`config.mk`:
```
export PLATFORM = sky130hd
export DESIGN_NAME = ultra_echo_ranger
export DESIGN_NICKNAME = d
export VERILOG_FILES = /design/src/rtl/ultra_echo_ranger.sv
export SDC_FILE = /design/constraint.sdc
export NUM_CORES = 1
export LEC_CHECK = 0
export ABC_AREA = 1
export CORE_UTILIZATION = 54
export DETAILED_ROUTE_END_ITERATION = 12
export PLACE_DENSITY = 0.8
export SLEW_MARGIN = 40
export SYNTH_ARGS = -nofsm -noshare
export SYNTH_HDL_FRONTEND = slang
export SYNTH_SLANG_ARGS = --single-unit
```
`constraint.sdc`:
```
create_clock -name clk -period 9.1 [get_ports clk]
set_input_delay 2.275 -clock clk [delete_from_list [all_inputs] [get_ports clk]]
set_output_delay 2.275 -clock clk [all_outputs]
set_load 0.02 [all_outputs]
```
`src/rtl/ultra_echo_ranger.sv`:
```
// Ultrasonic ranger: periodic trigger pulse, echo width measured in TICK_DIV-cycle units (cm).
// Latency: echo pin edge reaches the FSM 3 clk later; DONE/ABORT strobes are registered, one cycle each.
// Backpressure: none; a period start that arrives while busy is dropped, results are fire-and-forget strobes.
module ultra_echo_ranger #(
  parameter int TRIG_CYCLES    = 500,
  parameter int TICK_DIV       = 2900,
  parameter int TIMEOUT_CYCLES = 1500000,
  parameter int PERIOD_CYCLES  = 3000000,
  parameter int DIST_W         = 9
) (
  input  logic              clk,
  input  logic              rst,
  input  logic              echo,
  output logic              trig,
  output logic [DIST_W-1:0] dist_cm,
  output logic              valid,
  output logic              timeout,
  output logic              busy
);

  localparam int PW = $clog2(PERIOD_CYCLES + 1);
  localparam int CW = $clog2(TRIG_CYCLES + 1);
  localparam int OW = $clog2(TIMEOUT_CYCLES + 1);
  localparam int TW = $clog2(TICK_DIV + 1);

  localparam logic [PW-1:0]     PER_LAST  = PW'(PERIOD_CYCLES - 1);
  localparam logic [CW-1:0]     TRIG_LAST = CW'(TRIG_CYCLES - 1);
  localparam logic [OW-1:0]     TMO_LAST  = OW'(TIMEOUT_CYCLES - 1);
  localparam logic [TW-1:0]     TICK_LAST = TW'(TICK_DIV - 1);
  localparam logic [DIST_W-1:0] DIST_MAX  = {DIST_W{1'b1}};

  typedef enum logic [2:0] {
    S_IDLE, S_TRIG, S_WAIT_LOW, S_WAIT_RISE, S_MEASURE, S_DONE, S_ABORT
  } state_t;

  state_t            state_q;
  logic              echo_s1_q, echo_s2_q, echo_s3_q;
  logic [PW-1:0]     per_q, per_d;
  logic [CW-1:0]     cyc_q;
  logic [OW-1:0]     tmo_q;
  logic [TW-1:0]     tick_q, tick_d;
  logic [DIST_W-1:0] dcnt_q, dcnt_d;
  logic [DIST_W-1:0] dist_q;
  logic              trig_q, busy_q, valid_q, timeout_q;
  logic              start_req, tick_wrap, tmo_exp, echo_rise, echo_fall;

  // Two-flop synchronizer for the asynchronous echo pin, plus one delayed copy for edge detection.
  always_ff @(posedge clk or posedge rst) begin
    if (rst) begin
      echo_s1_q <= 1'b0;
      echo_s2_q <= 1'b0;
      echo_s3_q <= 1'b0;
    end else begin
      echo_s1_q <= echo;
      echo_s2_q <= echo_s1_q;
      echo_s3_q <= echo_s2_q;
    end
  end

  // Next-state helpers: period wrap, tick wrap, saturating distance increment, edge and expiry flags.
  always_comb begin
    start_req = (per_q == PER_LAST);
    per_d     = start_req ? '0 : per_q + 1'b1;
    tick_wrap = (tick_q == TICK_LAST);
    tick_d    = tick_wrap ? '0 : tick_q + 1'b1;
    dcnt_d    = (tick_wrap && dcnt_q != DIST_MAX) ? dcnt_q + 1'b1 : dcnt_q;
    tmo_exp   = (tmo_q == TMO_LAST);
    echo_rise = echo_s2_q & ~echo_s3_q;
    echo_fall = ~echo_s2_q & echo_s3_q;
  end

  // Free-running period counter; its wrap cycle is the trigger start request.
  always_ff @(posedge clk or posedge rst) begin
    if (rst) per_q <= '0;
    else     per_q <= per_d;
  end

  // Measurement FSM with registered trig/busy/valid/timeout/dist outputs.
  always_ff @(posedge clk or posedge rst) begin
    if (rst) begin
      state_q   <= S_IDLE;
      cyc_q     <= '0;
      tmo_q     <= '0;
      tick_q    <= '0;
      dcnt_q    <= '0;
      dist_q    <= '0;
      trig_q    <= 1'b0;
      busy_q    <= 1'b0;
      valid_q   <= 1'b0;
      timeout_q <= 1'b0;
    end else begin
      case (state_q)
        S_IDLE: begin
          if (start_req) begin
            state_q <= S_TRIG;
            cyc_q   <= '0;
            trig_q  <= 1'b1;
            busy_q  <= 1'b1;
          end
        end
        S_TRIG: begin
          if (cyc_q == TRIG_LAST) begin
            state_q <= S_WAIT_LOW;
            trig_q  <= 1'b0;
            tmo_q   <= '0;
          end else begin
            cyc_q <= cyc_q + 1'b1;
          end
        end
        S_WAIT_LOW: begin
          if (tmo_exp) begin
            state_q   <= S_ABORT;
            timeout_q <= 1'b1;
          end else begin
            tmo_q <= tmo_q + 1'b1;
            // a still-high echo here is left over from an earlier shot
            if (!echo_s2_q) state_q <= S_WAIT_RISE;
          end
        end
        S_WAIT_RISE: begin
          if (tmo_exp) begin
            state_q   <= S_ABORT;
            timeout_q <= 1'b1;
          end else begin
            tmo_q <= tmo_q + 1'b1;
            if (echo_rise) begin
              state_q <= S_MEASURE;
              tick_q  <= '0;
              dcnt_q  <= '0;
            end
          end
        end
        S_MEASURE: begin
          // falling edge beats a simultaneous expiry; the fall cycle itself is counted
          if (echo_fall) begin
            state_q <= S_DONE;
            valid_q <= 1'b1;
            dist_q  <= dcnt_d;
          end else if (tmo_exp) begin
            state_q   <= S_ABORT;
            timeout_q <= 1'b1;
          end else begin
            tmo_q  <= tmo_q + 1'b1;
            tick_q <= tick_d;
            dcnt_q <= dcnt_d;
          end
        end
        S_DONE: begin
          state_q <= S_IDLE;
          valid_q <= 1'b0;
          busy_q  <= 1'b0;
        end
        S_ABORT: begin
          state_q   <= S_IDLE;
          timeout_q <= 1'b0;
          busy_q    <= 1'b0;
        end
        default: state_q <= S_IDLE;
      endcase
    end
  end

  assign trig    = trig_q;
  assign busy    = busy_q;
  assign valid   = valid_q;
  assign timeout = timeout_q;
  assign dist_cm = dist_q;

endmodule

```
---- After elaboration in Yosys (flattened, before gate mapping) ----
Index checks and enable logic that the tools add are counted.
word-level totals
  flip-flop bits (word level) ............. 92
  word-level logic and storage cells ...... 102
operators by class
  mux-type cells .......................... 38
  reductions and logical operators ........ 19
  equality and inequality tests ........... 22
  $add $sub $neg .......................... 5
  bitwise operators ....................... 4
operators with widths
  cell                                                              number
  21-bit 2-to-1 mux                                                 3
  9-bit 2-to-1 mux                                                  7
  21-bit one-hot mux with 3 select lines                            1
  12-bit 2-to-1 mux                                                 5
  9-bit one-hot mux with 2 select lines                             2
  3-bit 2-to-1 mux                                                  8
  12-bit one-hot mux with 2 select lines                            1
  22-bit by 1-bit adder with 22-bit output (second input constant)  1
  22-bit equality test (second input constant)                      1
  22-bit 2-to-1 mux                                                 1
  21-bit by 1-bit adder with 21-bit output (second input constant)  1
  21-bit equality test (second input constant)                      1
  9-bit by 1-bit adder with 9-bit output (second input constant)    2
  2-bit != test (second input constant)                             8
  3-bit one-hot mux with 5 select lines                             1
  12-bit by 1-bit adder with 12-bit output (second input constant)  1
  12-bit equality test (second input constant)                      1
  5-bit AND reduction                                               2
  3-bit equality test (second input constant)                       3
  9-bit equality test (second input constant)                       1
  3-bit != test (second input constant)                             3
  9-bit != test (second input constant)                             1
  3-bit AND reduction                                               3
  2-bit AND reduction                                               4
  12 further kinds                                                  26

---- Depth between registers and ports, before layout ----
  depth after elaboration ................. 6
  mapped depth ............................ 12
  mapped depth without buffers ............ 11

---- Worst setup path after synthesis ----
No wires, ideal clock.
  kind .................................... reg2out
  start ................................... reg busy_q (netlist: busy)
  end ..................................... out busy
  buffers on the path ..................... 0
  cell stages (with the launch flop) ...... 1
  slack ................................... 6.400 ns
  arrival time ............................ 0.425 ns
  path through ............................ dfrtp_1
RTL lines
  element                   RTL line  RTL
  start: declaration        44        logic trig_q, busy_q, valid_q, timeout_q;
  start signal: assignment  88        busy_q <= 1'b0;
  start signal: assignment  98        busy_q <= 1'b1;
  start signal: assignment  151       busy_q <= 1'b0;
  end: declaration          18        output logic busy
No word-level cell between the ends.

---- Worst setup path in the final report ----
  start ................................... reg valid_q (netlist: valid)
  end ..................................... out valid
RTL lines
  element                   RTL line  RTL
  start: declaration        44
  start signal: assignment  89        valid_q <= 1'b0;
  start signal: assignment  137       valid_q <= 1'b1;
  start signal: assignment  150       valid_q <= 1'b0;
  end: declaration          16        output logic valid,
No word-level cell between the ends.

==> load_flow_metrics.sql <==
INSERT INTO impl_metrics (metric_group, metric, value, unit) VALUES
('outcome', 'outcome', 'finished clean', ''),
('synth', 'synth-seq-cells', '92', ''),
('timing', 'layout_worst_path_cycle_share', '40.1', '%'),
('worst_setup_path', 'crit-reg2reg-launch', 'tick_q[0]', ''),
('power_and_ir_drop', 'switching_share', '20.9', '%'),
('clocking', 'worstSkewPairLatency', '370', 'ps'),
('worst_setup_path', 'crit_type', 'register to primary output', ''),
('synth', 'netlist_area', '0.00549', 'mm²'),
('clocking', 'clk_pin_slew', '90', 'ps'),
('layout', 'drive_above_1_share', '7.28', '%'),
('die', 'io-pin-count', '16', ''),
('layout', 'final_core_util', '60.8', '%'),
('timing', 'worst_slew_pin_slew', '588', 'ps'),
('die', 'floorplan.die.height', '103', 'µm'),
('clocking', 'root_buffer', 'sky130_fd_sc_hd__clkbuf_8', ''),
('timing', 'clock.fmax', '274', 'MHz'),
('synth', 'post_synth_mux_area_share', '0', '%'),
('layout', 'fillers', '914', ''),
('power_and_ir_drop', 'sequentialPowerShare', '57.8', '%'),
('worst_setup_path', 'critPathRequiredTime', '6830', 'ps'),
('min_path', 'hold_path.class', 'register to register', ''),
('global_route', 'maximum_number_of_pins_on_one_net_before_global_route_repair', '68', ''),
('global_route', 'antenna_found_initial', '0', ''),
('worst_setup_path', 'critical_path.n_buffers_inverters', '1', ''),
('synth', 'yosys.cell_count.top_type', 'sky130_fd_sc_hd__nand2_1', ''),
('clocking', 'count_of_hold_fix_buffers_inserted_at_cts', '0', ''),
('routing', 'via_per_inst', '5.27', ''),
('synth', 'ys_warn_count', '0', ''),
('routing', 'num_vias', '4823', ''),
('timing', 'setup-tns-final', '0', 'ps'),
('synth', 'synthCells', '762', ''),
('timing', 'max_slew_margin', '60.8', '%'),
('worst_setup_path', 'critPathTopFamily', 'buffers and inverters', ''),
('flow_run', 'number_of_maximum_capacitance_constraint_violations', '0', ''),
('power_and_ir_drop', 'fin_total_pwr', '0.708', 'mW'),
('die', 'die_w', '103', 'µm'),
('layout', 'design.final.nets', '787', ''),
('clocking', 'post_cts_resized', '0', ''),
('synth', 'synthArstFlopShare', '100', '%'),
('power_and_ir_drop', 'power_switching', '0.148', 'mW'),
('worst_setup_path', 'cp-start-kind', 'register', ''),
('timing', 'slew_viol_final', '0', ''),
('clocking', 'cts.htree.levels', '3', ''),
('global_route', 'gr-total-overflow', '0', ''),
('min_path', 'destination_of_the_worst_hold_path', 'echo_s2_q', ''),
('synth', 'synth_cell_types', '36', ''),
('timing', 'clock-skew-final', '10.9', 'ps'),
('placement', 'dp_hpwl', '8.33', 'mm'),
('die', 'core_box_area', '0.00982', 'mm²'),
('routing', 'drt_first_iter_violations', '246', ''),
('placement', 'gp_congestion', '0.938', ''),
('clocking', 'clockBufferDepth', '2', ''),
('synth', 'synth.top_cell.area_share', '41.9', '%'),
('synth', 'number_of_enable_type_register_cells_in_the_synthesized_netlist', '0', ''),
('layout', 'syn_to_final_growth', '8.80', '%'),
('power_and_ir_drop', 'comb_power_share', '1.3', '%'),
('global_route', 'first_global_vias', '4465', ''),
('synth', 'average_footprint_of_a_synthesized_cell', '7.20', 'µm²'),
('routing', 'wl_per_cell', '12.5', 'µm'),
('worst_setup_path', 'critical-path-slowest-cell', 'sky130_fd_sc_hd__clkdlybuf4s50_1', ''),
('clocking', 'cts_setup_buffers', '0', ''),
('power_and_ir_drop', 'internal_power', '0.560', 'mW'),
('synth', 'synth_top_family_by_area', 'simple AND/OR/NAND/NOR gates', ''),
('placement', 'port-buffer-count', '15', ''),
('timing', 'timing.final.hold_violations', '0', ''),
('synth', 'synth_compound_gate_area_share', '5.72', '%'),
('routing', 'postRouteWirelength', '11.5', 'mm'),
('timing', 'fin_crit', '3640', 'ps'),
('synth', 'synth-seq-area-share', '41.9', '%'),
('worst_setup_path', 'critical_path.max_fanout', '2', ''),
('worst_setup_path', 'crit_path_end_kind', 'primary output', '');
sequential cells by signal (all words and copies together), names as in the netlist, 3 cells and up:
| register | flops |
|---|---|
| per_q | 22 |
| tmo_q | 21 |
| tick_q | 12 |
| cyc_q | 9 |
| dcnt_q | 9 |
| dist_cm | 9 |
| state_q | 3 |
routing by layer:
metal	global-route usage, %	wire (µm)
met5	0	0
met4	12.1	284
met3	3.53	442
met2	39.6	5460
met1	31.6	5300
layout by cell type, fill, tap and decap left out, types with 3 or more instances in the layout:
master / n
sky130_fd_sc_hd__nand2_1: 251
sky130_fd_sc_hd__nor2_1: 105
sky130_fd_sc_hd__dfrtp_1: 92
sky130_fd_sc_hd__inv_1: 74
sky130_fd_sc_hd__nand3_1: 52
sky130_fd_sc_hd__xor2_1: 28
sky130_fd_sc_hd__nor3_1: 19
sky130_fd_sc_hd__o21ai_1: 18
sky130_fd_sc_hd__nand4_1: 18
sky130_fd_sc_hd__o21ai_0: 15
sky130_fd_sc_hd__clkdlybuf4s50_1: 15
sky130_fd_sc_hd__clkbuf_8: 12
sky130_fd_sc_hd__inv_2: 10
sky130_fd_sc_hd__o21ai_2: 7
sky130_fd_sc_hd__xnor2_1: 7
sky130_fd_sc_hd__a21oi_1: 7
sky130_fd_sc_hd__ha_1: 6
sky130_fd_sc_hd__nand3_4: 5
sky130_fd_sc_hd__nor2_2: 4
sky130_fd_sc_hd__a31oi_1: 4
sky130_fd_sc_hd__nand2_2: 4
sky130_fd_sc_hd__o21bai_1: 3
sky130_fd_sc_hd__nor2_4: 3
sky130_fd_sc_hd__nor4_1: 3
sky130_fd_sc_hd__clkinv_1: 3
how the worst max path moves through the flow:
stage / endpoint / startpoint / slack (ps) / depth (start not counted)
2_1_floorplan: busy / rst / 4430 / 1
3_3_place_gp: cyc_q[4] / rst / 5240 / 3
3_5_place_dp: cyc_q[4] / rst / 5200 / 3
4_1_cts: valid / valid / 5430 / 1
5_1_grt: valid / valid / 5400 / 1
6_report: valid / valid / 5460 / 1
power groups by stage:
stage | clock network [mW] | logic [mW] | registers [mW]
final | 0.289 | 0.00953 | 0.410
after global placement | 0 | 0.00991 | 0.418
after global routing | 0.313 | 0.0117 | 0.410
after detailed placement | 0 | 0.0102 | 0.418
after CTS | 0.301 | 0.0101 | 0.410
after floorplan | 0 | 0.00644 | 0.418
layout make-up:
cell class | count | area [µm²] | area share [%]
Clock buffer | 13 | 169 | 2.83
Sequential cell | 92 | 2300 | 38.6
Inverter | 89 | 340 | 5.70
Timing Repair Buffer | 16 | 161 | 2.70
Tap cell | 133 | 166 | 2.79
Multi-Input combinational cell | 570 | 2790 | 46.7
Clock inverter | 3 | 43.8 | 0.733
metrics by stage:
stage                     instances  hold WS [ps]
after floorplan                 762           331
after global placement          900           338
after detailed placement        900           344
after CTS                       916           362
after global routing            916           380
final                           916           360
cells by family after synthesis:
logic type / Yosys count
AOI/OAI and AO/OA: 55
xor gates and xnor gates: 35
adders and majority gates: 6
buffers and inverters: 100
DFF: 92
and+or+nand+nor: 474
Power figures use the tool's default switching activity.
